## src/rtl/reset_sequencer_if.sv

```systemverilog
// Reset sequencer signal bundle: reset-request inputs plus staged reset outputs.
// master drives the requests and observes the resets; slave is the sequencer.
interface reset_sequencer_if;
   logic       nWD_RESET;
   logic       nCPU_RESET;
   logic       nRESET_VID;
   logic       nRESET_PERIPH;
   logic       nRESET_Z80;
   logic       nRESET_68K;
   logic       BUSY;
   logic [1:0] RST_CAUSE;
   logic [7:0] WD_COUNT;

   modport master (
      output nWD_RESET, nCPU_RESET,
      input  nRESET_VID, nRESET_PERIPH, nRESET_Z80, nRESET_68K,
      input  BUSY, RST_CAUSE, WD_COUNT
   );

   modport slave (
      input  nWD_RESET, nCPU_RESET,
      output nRESET_VID, nRESET_PERIPH, nRESET_Z80, nRESET_68K,
      output BUSY, RST_CAUSE, WD_COUNT
   );
endinterface

```

## src/rtl/reset_sequencer.sv

```systemverilog
// Staged, glitch-filtered reset generator for the video, Z80, 68k and
// peripheral domains, driven by power-on, the watchdog and the 68k RESET
// instruction. Optional cause/watchdog-count tracking: RESET_SEQ_CAUSE_EN.
module reset_sequencer #(
   parameter int unsigned HOLD_CYCLES = 16,
   parameter int unsigned STAGE_GAP   = 8,
   parameter int unsigned FILTER_LEN  = 3
) (
   input  logic                CLK,
   input  logic                nRST,
   reset_sequencer_if.slave    rs
);

   localparam int unsigned CNT_W  = 16;
   localparam int unsigned FILT_W = 4;

   localparam logic [CNT_W-1:0]  HOLD_LD  = CNT_W'(HOLD_CYCLES);
   localparam logic [CNT_W-1:0]  GAP_LD   = CNT_W'(STAGE_GAP);
   localparam logic [FILT_W-1:0] FILT_THR = FILT_W'(FILTER_LEN);
   localparam logic [FILT_W-1:0] FILT_MAX = '1;

   typedef enum logic [2:0] {
      ST_ASSERT,
      ST_REL_VID,
      ST_REL_Z80,
      ST_RUN,
      ST_PERIPH
   } state_t;

   logic [1:0]        wd_sync_q, cpu_sync_q;
   logic [FILT_W-1:0] wd_filt_q, cpu_filt_q;
   logic [FILT_W-1:0] wd_filt_nxt, cpu_filt_nxt;
   logic              wd_qual, cpu_qual;

   state_t            state_q, state_nxt;
   logic [CNT_W-1:0]  cnt_q, cnt_nxt;
   logic [4:0]        out_q;

   // {VID, PERIPH, Z80, 68K, BUSY} for a given state
   function automatic logic [4:0] decode(input state_t s);
      case (s)
         ST_REL_VID: decode = 5'b11001;
         ST_REL_Z80: decode = 5'b11101;
         ST_RUN:     decode = 5'b11110;
         ST_PERIPH:  decode = 5'b10011;
         default:    decode = 5'b00001;
      endcase
   endfunction

   // Two-flop synchronizers and low-run filter counters
   always_ff @(posedge CLK or negedge nRST) begin
      if (!nRST) begin
         wd_sync_q  <= 2'b11;
         cpu_sync_q <= 2'b11;
         wd_filt_q  <= '0;
         cpu_filt_q <= '0;
      end else begin
         wd_sync_q  <= {wd_sync_q[0], rs.nWD_RESET};
         cpu_sync_q <= {cpu_sync_q[0], rs.nCPU_RESET};
         wd_filt_q  <= wd_filt_nxt;
         cpu_filt_q <= cpu_filt_nxt;
      end
   end

   // Filter next values; qualification uses the post-edge count so the
   // state machine reacts on the same edge the count reaches the threshold
   always_comb begin
      wd_filt_nxt  = wd_sync_q[1] ? '0 :
                     ((wd_filt_q == FILT_MAX) ? wd_filt_q : wd_filt_q + FILT_W'(1));
      cpu_filt_nxt = cpu_sync_q[1] ? '0 :
                     ((cpu_filt_q == FILT_MAX) ? cpu_filt_q : cpu_filt_q + FILT_W'(1));
      wd_qual      = (wd_filt_nxt >= FILT_THR);
      cpu_qual     = (cpu_filt_nxt >= FILT_THR);
   end

   // Next-state and shared stage counter; watchdog overrides everything
   always_comb begin
      state_nxt = state_q;
      cnt_nxt   = cnt_q;
      case (state_q)
         ST_ASSERT: begin
            if (wd_qual) begin
               cnt_nxt = HOLD_LD;
            end else if (cnt_q == '0) begin
               state_nxt = ST_REL_VID;
               cnt_nxt   = GAP_LD;
            end else begin
               cnt_nxt = cnt_q - CNT_W'(1);
            end
         end
         ST_REL_VID: begin
            if (cnt_q == '0) begin
               state_nxt = ST_REL_Z80;
               cnt_nxt   = GAP_LD;
            end else begin
               cnt_nxt = cnt_q - CNT_W'(1);
            end
         end
         ST_REL_Z80: begin
            if (cnt_q == '0) begin
               state_nxt = ST_RUN;
            end else begin
               cnt_nxt = cnt_q - CNT_W'(1);
            end
         end
         ST_RUN: begin
            if (cpu_qual) begin
               state_nxt = ST_PERIPH;
               cnt_nxt   = HOLD_LD;
            end
         end
         ST_PERIPH: begin
            if (cpu_qual) begin
               cnt_nxt = HOLD_LD;
            end else if (cnt_q == '0) begin
               state_nxt = ST_RUN;
            end else begin
               cnt_nxt = cnt_q - CNT_W'(1);
            end
         end
         default: begin
            state_nxt = ST_ASSERT;
            cnt_nxt   = HOLD_LD;
         end
      endcase
      if (wd_qual && (state_q != ST_ASSERT)) begin
         state_nxt = ST_ASSERT;
         cnt_nxt   = HOLD_LD;
      end
   end

   // State, counter and outputs update together on the same edge
   always_ff @(posedge CLK or negedge nRST) begin
      if (!nRST) begin
         state_q <= ST_ASSERT;
         cnt_q   <= HOLD_LD;
         out_q   <= 5'b00001;
      end else begin
         state_q <= state_nxt;
         cnt_q   <= cnt_nxt;
         out_q   <= decode(state_nxt);
      end
   end

   assign rs.nRESET_VID    = out_q[4];
   assign rs.nRESET_PERIPH = out_q[3];
   assign rs.nRESET_Z80    = out_q[2];
   assign rs.nRESET_68K    = out_q[1];
   assign rs.BUSY          = out_q[0];

`ifdef RESET_SEQ_CAUSE_EN
   logic       wd_entry, cpu_entry;
   logic [1:0] cause_q;
   logic [7:0] wd_cnt_q;

   assign wd_entry  = wd_qual && (state_q != ST_ASSERT);
   assign cpu_entry = (state_q == ST_RUN) && cpu_qual && !wd_qual;

   // Last reset cause and saturating watchdog event count
   always_ff @(posedge CLK or negedge nRST) begin
      if (!nRST) begin
         cause_q  <= 2'b00;
         wd_cnt_q <= '0;
      end else if (wd_entry) begin
         cause_q <= 2'b01;
         if (wd_cnt_q != 8'hFF) begin
            wd_cnt_q <= wd_cnt_q + 8'(1);
         end
      end else if (cpu_entry) begin
         cause_q <= 2'b10;
      end
   end

   assign rs.RST_CAUSE = cause_q;
   assign rs.WD_COUNT  = wd_cnt_q;
`else
   assign rs.RST_CAUSE = 2'b00;
   assign rs.WD_COUNT  = 8'h00;
`endif

endmodule

```

## src/flat_wrapper.sv

```systemverilog
// flat-port wrapper written by rule: the top's interface ports become plain ports
module reset_sequencer_flat 
#(
   parameter int unsigned HOLD_CYCLES = 16,
   parameter int unsigned STAGE_GAP   = 8,
   parameter int unsigned FILTER_LEN  = 3
)
  (CLK, nRST, rs_nWD_RESET, rs_nCPU_RESET, rs_nRESET_VID, rs_nRESET_PERIPH, rs_nRESET_Z80, rs_nRESET_68K, rs_BUSY, rs_RST_CAUSE, rs_WD_COUNT);
  reset_sequencer_if rs_i ();
  input  logic CLK;
  input  logic nRST;
  input wire logic [$bits(rs_i.nWD_RESET)-1:0] rs_nWD_RESET;
  input wire logic [$bits(rs_i.nCPU_RESET)-1:0] rs_nCPU_RESET;
  output wire logic [$bits(rs_i.nRESET_VID)-1:0] rs_nRESET_VID;
  output wire logic [$bits(rs_i.nRESET_PERIPH)-1:0] rs_nRESET_PERIPH;
  output wire logic [$bits(rs_i.nRESET_Z80)-1:0] rs_nRESET_Z80;
  output wire logic [$bits(rs_i.nRESET_68K)-1:0] rs_nRESET_68K;
  output wire logic [$bits(rs_i.BUSY)-1:0] rs_BUSY;
  output wire logic [$bits(rs_i.RST_CAUSE)-1:0] rs_RST_CAUSE;
  output wire logic [$bits(rs_i.WD_COUNT)-1:0] rs_WD_COUNT;
  assign rs_i.nWD_RESET = rs_nWD_RESET;
  assign rs_i.nCPU_RESET = rs_nCPU_RESET;
  assign rs_nRESET_VID = rs_i.nRESET_VID;
  assign rs_nRESET_PERIPH = rs_i.nRESET_PERIPH;
  assign rs_nRESET_Z80 = rs_i.nRESET_Z80;
  assign rs_nRESET_68K = rs_i.nRESET_68K;
  assign rs_BUSY = rs_i.BUSY;
  assign rs_RST_CAUSE = rs_i.RST_CAUSE;
  assign rs_WD_COUNT = rs_i.WD_COUNT;
  reset_sequencer #(.HOLD_CYCLES(HOLD_CYCLES), .STAGE_GAP(STAGE_GAP), .FILTER_LEN(FILTER_LEN)) u_core (.CLK(CLK), .nRST(nRST), .rs(rs_i));
endmodule
```

## config.mk

```make
export PLATFORM = sky130hd
export DESIGN_NAME = reset_sequencer_flat
export DESIGN_NICKNAME = d
export VERILOG_FILES = /design/src/rtl/reset_sequencer_if.sv /design/src/rtl/reset_sequencer.sv /design/src/flat_wrapper.sv
export SDC_FILE = /design/constraint.sdc
export NUM_CORES = 1
export LEC_CHECK = 0
export BUFFER_PORTS_ARGS = -buffer_cell sky130_fd_sc_hd__buf_2
export CAP_MARGIN = 15
export CELL_PAD_IN_SITES_DETAIL_PLACEMENT = 1
export CELL_PAD_IN_SITES_GLOBAL_PLACEMENT = 1
export CORE_MARGIN = 1.5
export CORE_UTILIZATION = 41
export DETAILED_ROUTE_END_ITERATION = 10
export PLACE_DENSITY_LB_ADDON = 0.1
export SYNTH_ARGS = -nofsm -noshare
export SYNTH_HDL_FRONTEND = slang
export SYNTH_SLANG_ARGS = --single-unit
```

## constraint.sdc

```tcl
create_clock -name CLK -period 2.21 [get_ports CLK]
set_clock_uncertainty 0.15 [all_clocks]
set_input_delay 0.1105 -clock CLK [delete_from_list [all_inputs] [get_ports CLK]]
set_output_delay 0.1105 -clock CLK [all_outputs]
set_load 0.02 [all_outputs]
```

==> results.toml <==
[cells_and_area]
syn_to_final_growth_pct = 41.0
antenna_cells = 0
drive_gt1_frac = 0.435
multi_input_area_sq_um = 1330
regArea_sq_um = 911
layout.nets = 306
fillers = 578
finalNonFillerCells = 369

[power]
ir_worst_vdd_mv = 0.671
p_leak_nw = 1.33
power.density_nw_per_um2 = 1350

[synth]
synth_mux_area_frac = 0.0139
seq_area_frac_synth = 0.421
synth_cells = 226
synth.avg_cell_area_sq_um = 9.54
yosysTopAreaCell = "dfrtp_1"
synth_top_cell_area_share = 0.348
yosys.area_share.adder = 0.0278
synthXorXnorAreaFrac = 0.00812
synth_top_family_by_area = "simple AND/OR/NAND/NOR gates"
ys_ff_latch = 36
synthTopCellsByArea = "dfrtp_1, dfstp_2, buf_4"
synth_edf_count = 0
synth-main-ff-cell = "dfrtp_1"
synthSimpleGateAreaFrac = 0.237
synth.distinct_cells = 60
synth_compound_area_frac = 0.221
synth_warnings = 0
postSynth.asyncResetShare = 1.00
synth_area_sq_um = 2160

[floorplanning]
initial_core_util = 0.425
std_cell_rows = 26
die_x_microns = 75.5
core_sq_um = 5070
dieArea_sq_um = 5710
pin_count = 19
die_h_microns = 75.5

[clock_tree]
numCtsBuffers = 5
clock-root-buffer = "clkbuf_8"
cts_tree = "yes"
clock_latency_ns = 0.30
path_clk_slew_ns = 0.08
cts_max_level = 2
cts_sinks = 36
cts_buffer_depth = 2

[drt]
vias = 2137
drc = 0
drt-total-wl_microns = 7590
vias_per_cell = 5.79
first_iter_violations = 79
ant_nets = 0
dr.pass1.iters = 4
post_drt_wl_per_cell_microns = 20.6

[status]
violations = "setup timing"
status = "finished, violations left"

[run]
drv_cap = 0

[worst_setup_path]
reg2reg_depth = 8
worstReg2RegStart = "u_core.cnt_q[1]"
slowest_delay_ns = 0.50
crit_chain = "inv_2 -> ha_4 -> or4b_4 -> nor2_4 -> nand2_2 -> or4_4 -> o21ai_2 -> a32o_1"
critPathMaxFanout = 4
worstSetupStartpointType = "register"
crit_type = "reg -> reg"
crit_arrival_ns = 2.44
required_ns = 2.29
cp_top_family = "simple AND/OR/NAND/NOR gates"
crit_start = "u_core.cnt_q[1]"
end_kind = "register"
worst_path_max_delay_cell = "or4b_4"
rr_endpoint = "u_core.cnt_q[8]"
rrSetupSlack_ns = -0.15
cp_num_buf_inv = 1

[sta]
drv_slew = 0
relSlewSlack = 0.457
finalWorstSetupSlack_ns = -0.149
hold_viol_final = 0
rsz0062_at_grt = "yes"
fin_crit_ns = 2.36
setup_viol = 11
period_share = 1.07
max_clock_freq_mhz = 424
tightest_slew_ns = 0.814
hold_ws_ns = 0.210

[hold_path]
min_path_cells = 0
min-delay-start = "u_core.wd_sync_q[0]"
worstHoldEndpoint = "u_core.wd_sync_q[1]"
hold_path.class = "reg -> reg"

[global_route]
grt_overflow = 0
antenna_found_initial = 0
grt_pass1_wl_microns = 10800
grt_pass1_vias = 2109
globalRouteTotalUtil = 0.258
grt_max_degree = 37

[place]
hpwl_microns = 4550
port_buffers = 8
place_congestion = 0.843
pre_cts_ws_ns = -0.220
dp_cells = 338
## stage by stage
stage                     setup TNS, ns  power (mW)  utilization  cell area (sq um)
after floorplan                -0.00144        2.13            -               2210
after global placement           -0.442        2.83        0.501               2540
after detailed placement          -2.33        2.92        0.501               2540
after CTS                        -0.240        3.73        0.554               2810
after global routing              -2.16        4.35        0.599               3040
final                            -0.905        4.09        0.599               3040
## final cells by class
cell class	instances	area share
clock inverter	2	0.0115
timing repair buffer	74	0.187
sequential	36	0.300
clock buffer	6	0.0239
inverter	9	0.0111
tap	70	0.0288
multi-input combinational	172	0.438
## cells in the mapped netlist (all sizes together) (3+ instances only)
library cell / instances
nor4b: 3
inv: 9
nor3: 13
o31ai: 4
dfrtp: 30
nor4: 3
nand3: 9
a31oi: 5
mux2i: 3
nand4: 3
or2: 3
clkbuf: 4
o32ai: 3
a21o: 4
nand2: 18
or4: 3
buf: 14
ha: 4
o21ai: 14
dfstp: 6
o31a: 3
a21oi: 11
nor2: 20
o211ai: 3
nor2b: 4
## sequential cells by signal, summed over array words and instances, names as in the netlist
name               count
u_core.cpu_filt_q      4
u_core.cnt_q          16
u_core.out_q           5
u_core.state_q         3
u_core.wd_filt_q       4
u_core.wd_sync_q       2
u_core.cpu_sync_q      2
## routing by layer
layer  part of all wire  global-route usage  vias up
met1               0.42               0.319     1090
met2               0.52               0.447       66
met4              0.024              0.0913        0
met5                  0                   0        -
met3              0.045              0.0529       17
li1                   -                   -      964
## timing repair
| action | 4_1_cts | 5_1_grt |
|---|---|---|
| cloned | 1 | 0 |
| gates resized for setup | 21 | 27 |
| pin swaps | 9 | 19 |
| endpoints found under the setup margin | 20 | 22 |
| setup buffers | 5 | 15 |
| hold endpoints to repair | 32 | 0 |
| hold buffers | 3 | 0 |
## where the power goes
| part | total, mW | internal [mW] | switching (mW) |
|---|---|---|---|
| sequential | 1.02 | 0.842 | 0.176 |
| combinational | 2.48 | 1.16 | 1.32 |
| clock | 0.593 | 0.335 | 0.258 |
## worst max path at each step
stage                  endpoint  slack [ns]  cells after the start
3_5_place_dp   u_core.cnt_q[12]       -0.22                      9
6_report        u_core.cnt_q[8]       -0.15                      8
5_1_grt         u_core.cnt_q[8]       -0.22                      8
2_1_floorplan   u_core.cnt_q[8]      -0.001                      8
4_1_cts         u_core.cnt_q[8]       -0.07                      8
3_3_place_gp    u_core.cnt_q[7]       -0.07                      8
## cells by family (layout without fill, tap and decap cells)
group,count (synthesis),in the layout
compound gates,67,67
flops,36,36
simple gates,85,85
xor+xnor,2,2
buf+inv,27,91
fa+ha+maj,5,5
other cells,1,10
mux,3,3
## cells in the final DEF, fill, tap and decap left out, types with 7 or more instances in the layout
cell type | Yosys | final
conb_1 | 1 | 10
nand2_1 | 18 | 16
nor3_1 | 9 | 8
nor2_1 | 19 | 18
dfrtp_1 | 30 | 28
buf_4 | 10 | 56
buf_2 | 2 | 8
nand3_1 | 9 | 8
buf_6 | 1 | 7
a21oi_1 | 11 | 8
No activity file was read; power rests on OpenSTA's default activity.
